## config.mk

```make
export PLATFORM = sky130hd
export DESIGN_NAME = pipelined_barrel_shifter
export DESIGN_NICKNAME = d
export VERILOG_FILES = /design/src/rtl/shifter_pkg.sv /design/src/rtl/shift_stage.sv /design/src/rtl/pipelined_barrel_shifter.sv
export SDC_FILE = /design/constraint.sdc
export NUM_CORES = 1
export LEC_CHECK = 0
export ABC_AREA = 1
export BUFFER_PORTS_ARGS = -buffer_cell sky130_fd_sc_hd__buf_2
export CORE_ASPECT_RATIO = 0.8
export CORE_MARGIN = 3
export CORE_UTILIZATION = 45
export DETAILED_ROUTE_END_ITERATION = 10
export GPL_TIMING_DRIVEN = 0
export PLACE_DENSITY = 0.76
export SLEW_MARGIN = 20
export SYNTH_ARGS = -nofsm -noshare
export SYNTH_HDL_FRONTEND = slang
export SYNTH_SLANG_ARGS = --single-unit
```

## constraint.sdc

```tcl
create_clock -name clk -period 1.63 [get_ports clk]
set_clock_uncertainty 0.1 [all_clocks]
set_input_delay 0 -clock clk [delete_from_list [all_inputs] [get_ports clk]]
set_output_delay 0 -clock clk [all_outputs]
set_load 0.005 [all_outputs]
```

## src/rtl/shifter_pkg.sv

```systemverilog
// Shared types and helpers for the pipelined barrel shifter.
package shifter_pkg;

  // Per-operation shift mode; encoding matches the in_mode port.
  typedef enum logic [1:0] {
    SM_SLL = 2'b00,
    SM_SRL = 2'b01,
    SM_SRA = 2'b10,
    SM_ROL = 2'b11
  } shift_mode_t;

  // Ceiling log2, usable in constant expressions (log2(1) = 0).
  function automatic int log2(input int n);
    int r;
    r = 0;
    for (int i = 0; i < 31; i++) begin
      if ((32'sd1 <<< i) < n) begin
        r = i + 1;
      end else begin
        r = r;
      end
    end
    return r;
  endfunction

endpackage

```

## src/rtl/shift_stage.sv

```systemverilog
// One pipeline stage: conditional mode-aware shift by DIST, then a holdable register.
module shift_stage
  import shifter_pkg::*;
#(
  parameter int WIDTH = 8,
  parameter int LOG_W = 3,
  parameter int DIST  = 1
) (
  input  logic              clk,
  input  logic              rst_n,
  input  logic              adv,
  input  logic              in_valid,
  input  logic [WIDTH-1:0]  in_data,
  input  logic [LOG_W-1:0]  in_amt,
  input  shift_mode_t       in_mode,
  output logic              out_valid,
  output logic [WIDTH-1:0]  out_data,
  output logic [LOG_W-1:0]  out_amt,
  output shift_mode_t       out_mode
);

  // Amount bit that enables this stage's shift.
  localparam int AMT_BIT = log2(DIST);

  typedef struct packed {
    logic             valid;
    logic [WIDTH-1:0] data;
    logic [LOG_W-1:0] amt;
    shift_mode_t      mode;
  } stage_rec_t;

  stage_rec_t       stage_q;
  stage_rec_t       stage_d;
  logic [WIDTH-1:0] shifted_s;

  // Shift the incoming operand by DIST according to its own mode.
  // SRA keeps the MSB, which is the operand MSB captured at input since
  // every earlier stage also preserved it.
  always_comb begin
    shifted_s = in_data;
    case (in_mode)
      SM_SLL:  shifted_s = in_data << DIST;
      SM_SRL:  shifted_s = in_data >> DIST;
      SM_SRA:  shifted_s = $signed(in_data) >>> DIST;
      SM_ROL:  shifted_s = (in_data << DIST) | (in_data >> (WIDTH - DIST));
      default: shifted_s = in_data;
    endcase
  end

  // Next stage record: load when the pipe advances, otherwise hold.
  always_comb begin
    stage_d = stage_q;
    if (adv) begin
      stage_d.valid = in_valid;
      stage_d.data  = in_amt[AMT_BIT] ? shifted_s : in_data;
      stage_d.amt   = in_amt;
      stage_d.mode  = in_mode;
    end else begin
      stage_d = stage_q;
    end
  end

  // Stage register with synchronous active-low reset.
  always_ff @(posedge clk) begin
    if (!rst_n) begin
      stage_q <= '0;
    end else begin
      stage_q <= stage_d;
    end
  end

  assign out_valid = stage_q.valid;
  assign out_data  = stage_q.data;
  assign out_amt   = stage_q.amt;
  assign out_mode  = stage_q.mode;

endmodule

```

## src/rtl/pipelined_barrel_shifter.sv

```systemverilog
// Multi-mode barrel shifter, one register per power-of-two shift stage,
// with valid/ready handshakes on both sides. Whole pipe stalls together.
module pipelined_barrel_shifter
  import shifter_pkg::*;
#(
  parameter int WIDTH = 8,
  parameter int LOG_W = log2(WIDTH)
) (
  input  logic             clk,
  input  logic             rst_n,
  input  logic             in_valid,
  output logic             in_ready,
  input  logic [WIDTH-1:0] in_data,
  input  logic [LOG_W-1:0] in_amt,
  input  logic [1:0]       in_mode,
  output logic             out_valid,
  input  logic             out_ready,
  output logic [WIDTH-1:0] out_data
);

  logic             adv_s;
  logic             valid_s [LOG_W+1];
  logic [WIDTH-1:0] data_s  [LOG_W+1];
  logic [LOG_W-1:0] amt_s   [LOG_W+1];
  shift_mode_t      mode_s  [LOG_W+1];
  logic             unused_s;

  // Pipe advances unless the final result is waiting on downstream;
  // nothing is accepted while reset is held.
  always_comb begin
    adv_s    = !out_valid || out_ready;
    in_ready = rst_n && adv_s;
  end

  assign valid_s[0] = in_valid;
  assign data_s[0]  = in_data;
  assign amt_s[0]   = in_amt;
  assign mode_s[0]  = shift_mode_t'(in_mode);

  for (genvar i = 0; i < LOG_W; i++) begin : g_stage
    shift_stage #(
      .WIDTH (WIDTH),
      .LOG_W (LOG_W),
      .DIST  (32'sd1 <<< i)
    ) u_stage (
      .clk       (clk),
      .rst_n     (rst_n),
      .adv       (adv_s),
      .in_valid  (valid_s[i]),
      .in_data   (data_s[i]),
      .in_amt    (amt_s[i]),
      .in_mode   (mode_s[i]),
      .out_valid (valid_s[i+1]),
      .out_data  (data_s[i+1]),
      .out_amt   (amt_s[i+1]),
      .out_mode  (mode_s[i+1])
    );
  end

  assign out_valid = valid_s[LOG_W];
  assign out_data  = data_s[LOG_W];

  // Amount and mode are not needed past the last stage.
  assign unused_s = ^{amt_s[LOG_W], mode_s[LOG_W]};

endmodule
```

* Yosys cells after proc, flatten, opt, wreduce, memory -nomap -nowiden
Cells that the tools add are included.
Operators by class: eq/ne operators 9, multiplexer cells 6, bitwise operators 3, reductions and logical operators 6
Operator list (number):
- $pmux W8 S4 | 3
- $mux W8 | 3
- $eq A2 B2 Y1 const B | 6
- $or A8 B1 Y8 | 1
- $or A8 B2 Y8 | 1
- $or A8 B4 Y8 | 1
- $eq A2 B1 Y1 const B | 3
- $logic_not A2 Y1 | 3
- $logic_and A1 B1 Y1 | 1
- $logic_not A1 Y1 | 1
- $logic_or A1 B1 Y1 | 1
Storage, ports and cells: register bits 37, input port bits 17, word-level logic and storage cells 34

* Logic depth before layout (Yosys ltp)
Gate-level depths: netlist (run 1).
depth after elaboration 3, depth in mapped cells 8, gate-level depth less buffers 8

* Modules after synthesis
A second synthesis (run 1) with hierarchy kept.
Unflattened totals: cells, all modules 305, area, all modules 2088.3 µm²
Modules (own cells, without submodules):
- shift_stage at g_stage[0].u_stage | times used 1, cells an instance 109, area an instance 732.0 µm²
- shift_stage at g_stage[1].u_stage | times used 1, cells an instance 102, area an instance 698.2 µm²
- shift_stage at g_stage[2].u_stage | times used 1, cells an instance 90, area an instance 638.1 µm²
- pipelined_barrel_shifter | times used 1, cells an instance 4, area an instance 20.0 µm²

* Worst setup path before layout (run 1)
Ideal clock, no wire load.
path type register -> register, start reg g_stage[2].u_stage.stage_q (netlist bit g_stage[2].u_stage.out_valid), end reg g_stage[0].u_stage.stage_q (netlist bit g_stage[0].u_stage.out_data[1]), setup time 0.119 ns, data arrival time 0.888 ns, path slack 0.523 ns, stages on the path, launching flop included 6, path buffers 2, cell sequence dfxtp_1 -> nand2_2 -> buf_6 -> buf_4 -> o21ai_0 -> a21oi_1
On the way: cells in the longest elaborated chain, start to end 2
RTL lines:
- start, declared | RTL line shift_stage.sv:32 | stage_rec_t stage_q;
- start signal, assigned | RTL line shift_stage.sv:68 | stage_q <= stage_d;
- $logic_not A1 Y1 | RTL line pipelined_barrel_shifter.sv:31 | adv_s = !out_valid || out_ready;
- $logic_or A1 B1 Y1 | RTL line pipelined_barrel_shifter.sv:31
- end signal, assigned | RTL line shift_stage.sv:68
- end, declared | RTL line shift_stage.sv:32
Every way passes these cells. A chain may end at the register's enable or synchronous reset.

* Worst setup path after layout (run 1)
start in in_amt[0], end reg g_stage[0].u_stage.stage_q (netlist bit g_stage[0].u_stage.out_data[0])
On the way: cells in the longest elaborated chain, start to end 1
RTL lines:
- start, declared | RTL line pipelined_barrel_shifter.sv:14 | input logic [LOG_W-1:0] in_amt,
- $mux W8 | RTL line shift_stage.sv:55 | stage_d.data = in_amt[AMT_BIT] ? shifted_s : in_data;
Every way passes these cells.

==> run metrics, run 1 <==
post-route ant nets 0; Via Count 1792; Hold Vio Cnt, Final 0; Power Dens Cells 854.8 nW/µm²; commonest non-fill, non-tap cells in the layout 65 x nand2_1, 37 x inv_1, 34 x dfxtp_1; Max clock buf depth 2; Synth Net Count 283; GR Overflow Total 0; antenna violations before repair 0; Fillers 357; status finished clean; HP Class input port to register; post-cts sizing count 0; crit path kind input port to register; CP required roughly 1.7 ns; worst vdd ir 635.4 µV; Clock transition at path regs 0.06 ns; slowest cell delay on critical path roughly 0.56 ns; synth unique cells 20; max cap viols 0; Crit path max-delay family buffers and inverters; port bufs 26; clock period minus worst slack roughly 1.4 ns; share of post-route cells with drive strength above 1 0.2136; Tot Pwr 1874 µW; synthesized area 1799 µm²; Die Y-Extent ~63 µm; setup TNS 0 ns; P&R area growth vs syn 21.84%; area of the multi-input gates 833.3 µm²; most common cell after layout, fill and taps aside nand2_1; Vias/cell 4.964; CP startpoint kind input port; Clock Latency Late Sink 0.28 ns; Pins Over Slew Limit 0; #FFs+latches synth 34; Lkg Pwr 0.001069 µW; hpwl dp 3104 µm; number of buffers created by CTS 5; vias in the first global route about 1700; final critical-path share of the clock period 0.8892; drc violations 0; Starting Density 0.4947; Yosys Warn Count 0; WHS 0.01637 ns; Setup Slack @ Placement 0.4176 ns; DR WL/cell around 12 µm; first-pass iteration count of the detailed router 4; Crit. End Element register; Worst path slowest cell dlygate4sd3_1; # diodes 0; Placer Congestion 0.8181; FF+latch area 680.7 µm²; num ports 27; H-tree depth 2; min setup slack post-route between 0.15 and 0.2 ns; die footprint 4798 µm²; CTS sink cnt 34; drt total wl 4181 µm; Crit path arrival time 1.53 ns; Die W 76.70 µm; RSZ-0062 raised after global routing no; largest net degree at the start of global routing 11; Crit path buffers/inverters 3; critical path peak fanout 16; Net count, final 327; total core area 3637 µm²; Total GRT Usage 0.1962; Worst Tran Pin Value 0.2733 ns; Layout Utilization 0.6027; post-synthesis sequential area ratio 0.3783; global-route wire length before repair 7631 µm; syn_area_per_cell 6.764 µm²; FMAX approximately 690 MHz; Slew HR 0.8174; Final setup viols 0; crit-path cells dlygate4sd3_1 -> buf_2 -> nand3_1 -> dlygate4sd3_1 -> nand2_1 -> nand2_1; Iter 0 DRT Violations between 150 and 200; Cell Rows 19; CTS tree built; cells after synthesis 266; post-CTS setup buffer count 0; clock root cell clkbuf_8
kinds of logic (layout without fill, tap and decap cells):
family / Yosys count / in the layout / share of synthesized area
AO/OA/AOI/OAI: 58 / 58 / 0.1815
flip-flops: 34 / 34 / 0.3783
buffers and inverters: 59 / 102 / 0.1585
AND/OR/NAND/NOR: 115 / 115 / 0.2816
report_power, final:
group          leakage (µW)  total (µW)  switching, µW  internal [µW]
logic              0.000745         339            190            148
clock network     0.0000431         606            281            325
registers          0.000281         929           37.5            891
per-layer routing:
metal  share of wire  GRT usage  vias up
li1                -          -      923
met1            0.50     0.2764      805
met2            0.42     0.2902       55
met3           0.062    0.04323        9
met4           0.017    0.07466        0
met5               0          0        -
sequential cells by signal, indices dropped and copies added, names as in the netlist:
| signal | cells |
|---|---|
| g_stage.u_stage.out_mode | 4 |
| g_stage.u_stage.out_valid | 3 |
| g_stage.u_stage.out_amt | 3 |
| g_stage.u_stage.out_data | 24 |
metrics by stage:
stage | std cells | area [µm²]
3_3_place_gp | 344 | 1994
4_1_cts | 362 | 2197
6_report | 361 | 2192
3_5_place_dp | 344 | 1994
5_1_grt | 361 | 2192
2_1_floorplan | 266 | 1799
worst register-to-register path: cells and delay by family, from the launching register on:
| family | cells | cell delay, ns |
|---|---|---|
| simple gates | 4 | 0.46 |
| buf+inv | 2 | 0.14 |
| compound gates | 1 | 0.18 |
| flops | 1 | 0.33 |
path summary, 6_finish.rpt:
path | from | to | slack [ns] | depth (start not counted)
max | in_amt[0] | g_stage[0].u_stage.out_data[0] | 0.18 | 6
min | in_data[3] | g_stage[0].u_stage.out_data[3] | 0.02 | 5
max reg2reg | g_stage[0].u_stage.out_mode[1] | g_stage[1].u_stage.out_data[7] | 0.37 | 7
min reg2reg | g_stage[1].u_stage.out_valid | g_stage[2].u_stage.out_valid | 0.35 | 2
synthesized netlist by cell type:
cell type,number,area (µm²)
o22ai_1,4,25.02
o21ai_2,3,26.28
inv_1,37,138.9
nand2_1,65,244.0
buf_2,2,10.01
nand2_2,2,12.51
nor2_1,18,67.56
buf_6,3,33.78
dfxtp_1,34,680.7
a31oi_1,4,25.02
o22ai_2,2,25.02
o21ai_1,3,15.01
nand2_4,5,56.30
nand3_1,24,120.1
o21ai_0,28,140.1
clkbuf_2,1,5.000
a21oi_1,14,70.07
nor2_2,1,6.260
buf_4,10,75.07
inv_2,6,22.52
area by class of cell:
cell class / count / area share
inverters: 43 / 0.07363
clock buffers: 6 / 0.03767
plain buffers: 15 / 0.05422
well taps: 52 / 0.02968
repair buffers: 38 / 0.1142
multi-input cells: 173 / 0.3801
flip-flops and latches: 34 / 0.3105
timing repair:
| item | CTS | global route |
|---|---|---|
| endpoints found under the hold margin | 18 | 0 |
| hold buffers | 12 | 0 |
| setup endpoints to repair | 0 | 1 |
No activity file was read; power rests on OpenSTA's default activity.
==> run 2, diff against run 1 <==
--- a/config.mk
+++ b/config.mk
@@ -8,11 +8,11 @@
 export ABC_AREA = 1
 export BUFFER_PORTS_ARGS = -buffer_cell sky130_fd_sc_hd__buf_2
 export CORE_ASPECT_RATIO = 0.8
-export CORE_MARGIN = 3
-export CORE_UTILIZATION = 45
+export CORE_MARGIN = 8
+export CORE_UTILIZATION = 55
 export DETAILED_ROUTE_END_ITERATION = 10
 export GPL_TIMING_DRIVEN = 0
-export PLACE_DENSITY = 0.76
+export PLACE_DENSITY = 0.88
 export SLEW_MARGIN = 20
 export SYNTH_ARGS = -nofsm -noshare
 export SYNTH_HDL_FRONTEND = slang
==> run 2 against run 1 <==
  * Sequential power about the same
  * Sequential share of layout area decreased by 0.21 points
  * Sequential cell count unchanged
  * Critical endpoint is now g_stage[1].u_stage.out_data[0]
  * Hold slack worse by 0.0068 ns
==> run metrics, run 2 (synthesis gave the netlist of run 1 again) <==
status finished clean; # diodes 0; WHS about 0.0096 ns; max cap viols 0; Clock transition at path regs 0.07 ns; H-tree depth 2; drt total wl roughly 4700 µm; CP startpoint kind register; Setup Slack @ Placement 0.4098 ns; Net count, final 329; FF+latch area 681.9 µm²; Iter 0 DRT Violations slightly above 300; min setup slack post-route 0.3511 ns; Gate power share 0.183; Max clock buf depth 2; commonest non-fill, non-tap cells in the layout 65 x nand2_1, 37 x inv_1, 33 x dfxtp_1; clock group share of total power 0.332; CTS tree built; Crit. End Element register; Clock Latency Late Sink 0.29 ns; Die Y-Extent between 60 and 70 µm; first-pass iteration count of the detailed router 7; most common cell after layout, fill and taps aside nand2_1; setup TNS 0 ns; clock root cell clkbuf_8; num ports 27; P&R area growth vs syn 22.88%; crit-path cells inv_1 -> nand2_1 -> nand2_4 -> nor2_1 -> o21ai_0 -> nand2_1; global-route wire length before repair 7762 µm; critical path peak fanout 7; Internal Power 1385 µW; Cell Rows 18; Lkg Pwr approximately 0.0011 µW; die footprint approximately 5400 µm²; cells on worst reg2reg path 6; Total GRT Usage 0.1840; share of post-route cells with drive strength above 1 0.2268; post-route ant nets 0; area of the multi-input gates 833.3 µm²; Starting Density 0.5789; port bufs 26; Switching Share 0.2792; clock period minus worst slack approximately 1.3 ns; crit path kind register to register; Switching Power around 540 µW; GR Overflow Total 0; Crit path arrival time about 1.4 ns; DR WL/cell around 13 µm; portion of total power attributed to sequential cells 0.484; HP Class input port to register; Worst path slowest cell dfxtp_1; hold depth 5; Slew HR 0.8037; Pins Over Slew Limit 0; Vias/cell 5.286; antenna violations before repair 0; final critical-path share of the clock period 0.7846; Power Dens Cells 869.2 nW/µm²; number of buffers created by CTS 5; CP required ~1.7 ns; largest net degree at the start of global routing 11; Critical Path Most Common Cell nand2_1; DP Cell Count 332; FMAX 781.9 MHz; Worst Tran Pin Value a little under 0.3 ns; Finished Layout Cells around 350; placed inst area 1979 µm²; Via Count 1866; vias in the first global route 1670; max FFs per register 24; hpwl dp 3006 µm; fin area 2211 µm²; drc violations 0; Fillers about 290; RSZ-0062 raised after global routing no; worst vdd ir 675.1 µV; Placer Congestion a little over 1; total core area slightly above 3000 µm²; Die W roughly 80 µm; Hold Vio Cnt, Final 0; slowest cell delay on critical path 0.33 ns; Final setup viols 0; CTS sink cnt 34
==> run 2: cell type report <==
class,instances,area share
plain buffers,15,0.05376
clock buffers,7,0.03905
clock inverters,1,0.002264
inverters,43,0.07301
multi-input cells,173,0.3769
flip-flops and latches,34,0.3084
well taps,40,0.02264
repair buffers,40,0.1239
==> run 2: path summary, 6_finish.rpt <==
kind	start	to	slack (ns)
min	in_data[2]	g_stage[0].u_stage.out_data[1]	0.01
max	g_stage[0].u_stage.out_mode[1]	g_stage[1].u_stage.out_data[0]	0.35
min reg2reg	g_stage[1].u_stage.out_valid	g_stage[2].u_stage.out_valid	0.34
max reg2reg	g_stage[0].u_stage.out_mode[1]	g_stage[1].u_stage.out_data[0]	0.35
==> run 2: through the flow <==
step,total power (µW),utilization
after global placement,1251,0.6369
after CTS,1912,0.7081
after global routing,2015,0.7114
after detailed placement,1257,0.6369
final,1922,0.7114
after floorplan,1161,-
==> run 2: power by group through the flow <==
stage	registers [µW]	clock network, µW	logic (µW)
4_1_cts	929	644	338
5_1_grt	936	683	396
6_report	930	639	353
3_3_place_gp	945	0	306
3_5_place_dp	947	0	310
2_1_floorplan	936	0	226
==> run 2: what timing repair did <==
item	CTS	global route
hold endpoints to repair	17	0
endpoints found under the setup margin	0	2
hold buffers	13	0
buffers inserted	0	3
gates resized for setup	0	5
==> run 2: metal layers <==
layer | vias up | wire length, µm | global-route usage
met4 | 0 | 133 | 0.09955
met3 | 17 | 330 | 0.05305
met2 | 77 | 2136 | 0.2739
met5 | - | 0 | 0
met1 | 844 | 2090 | 0.2365
li1 | 928 | - | -
==> run 2: critical path, delay by kind of cell, from the launching register on <==
kind            cells  cell delay, ns
simple gates        4            0.45
flops               1            0.33
compound gates      1            0.18
buf+inv             1            0.10
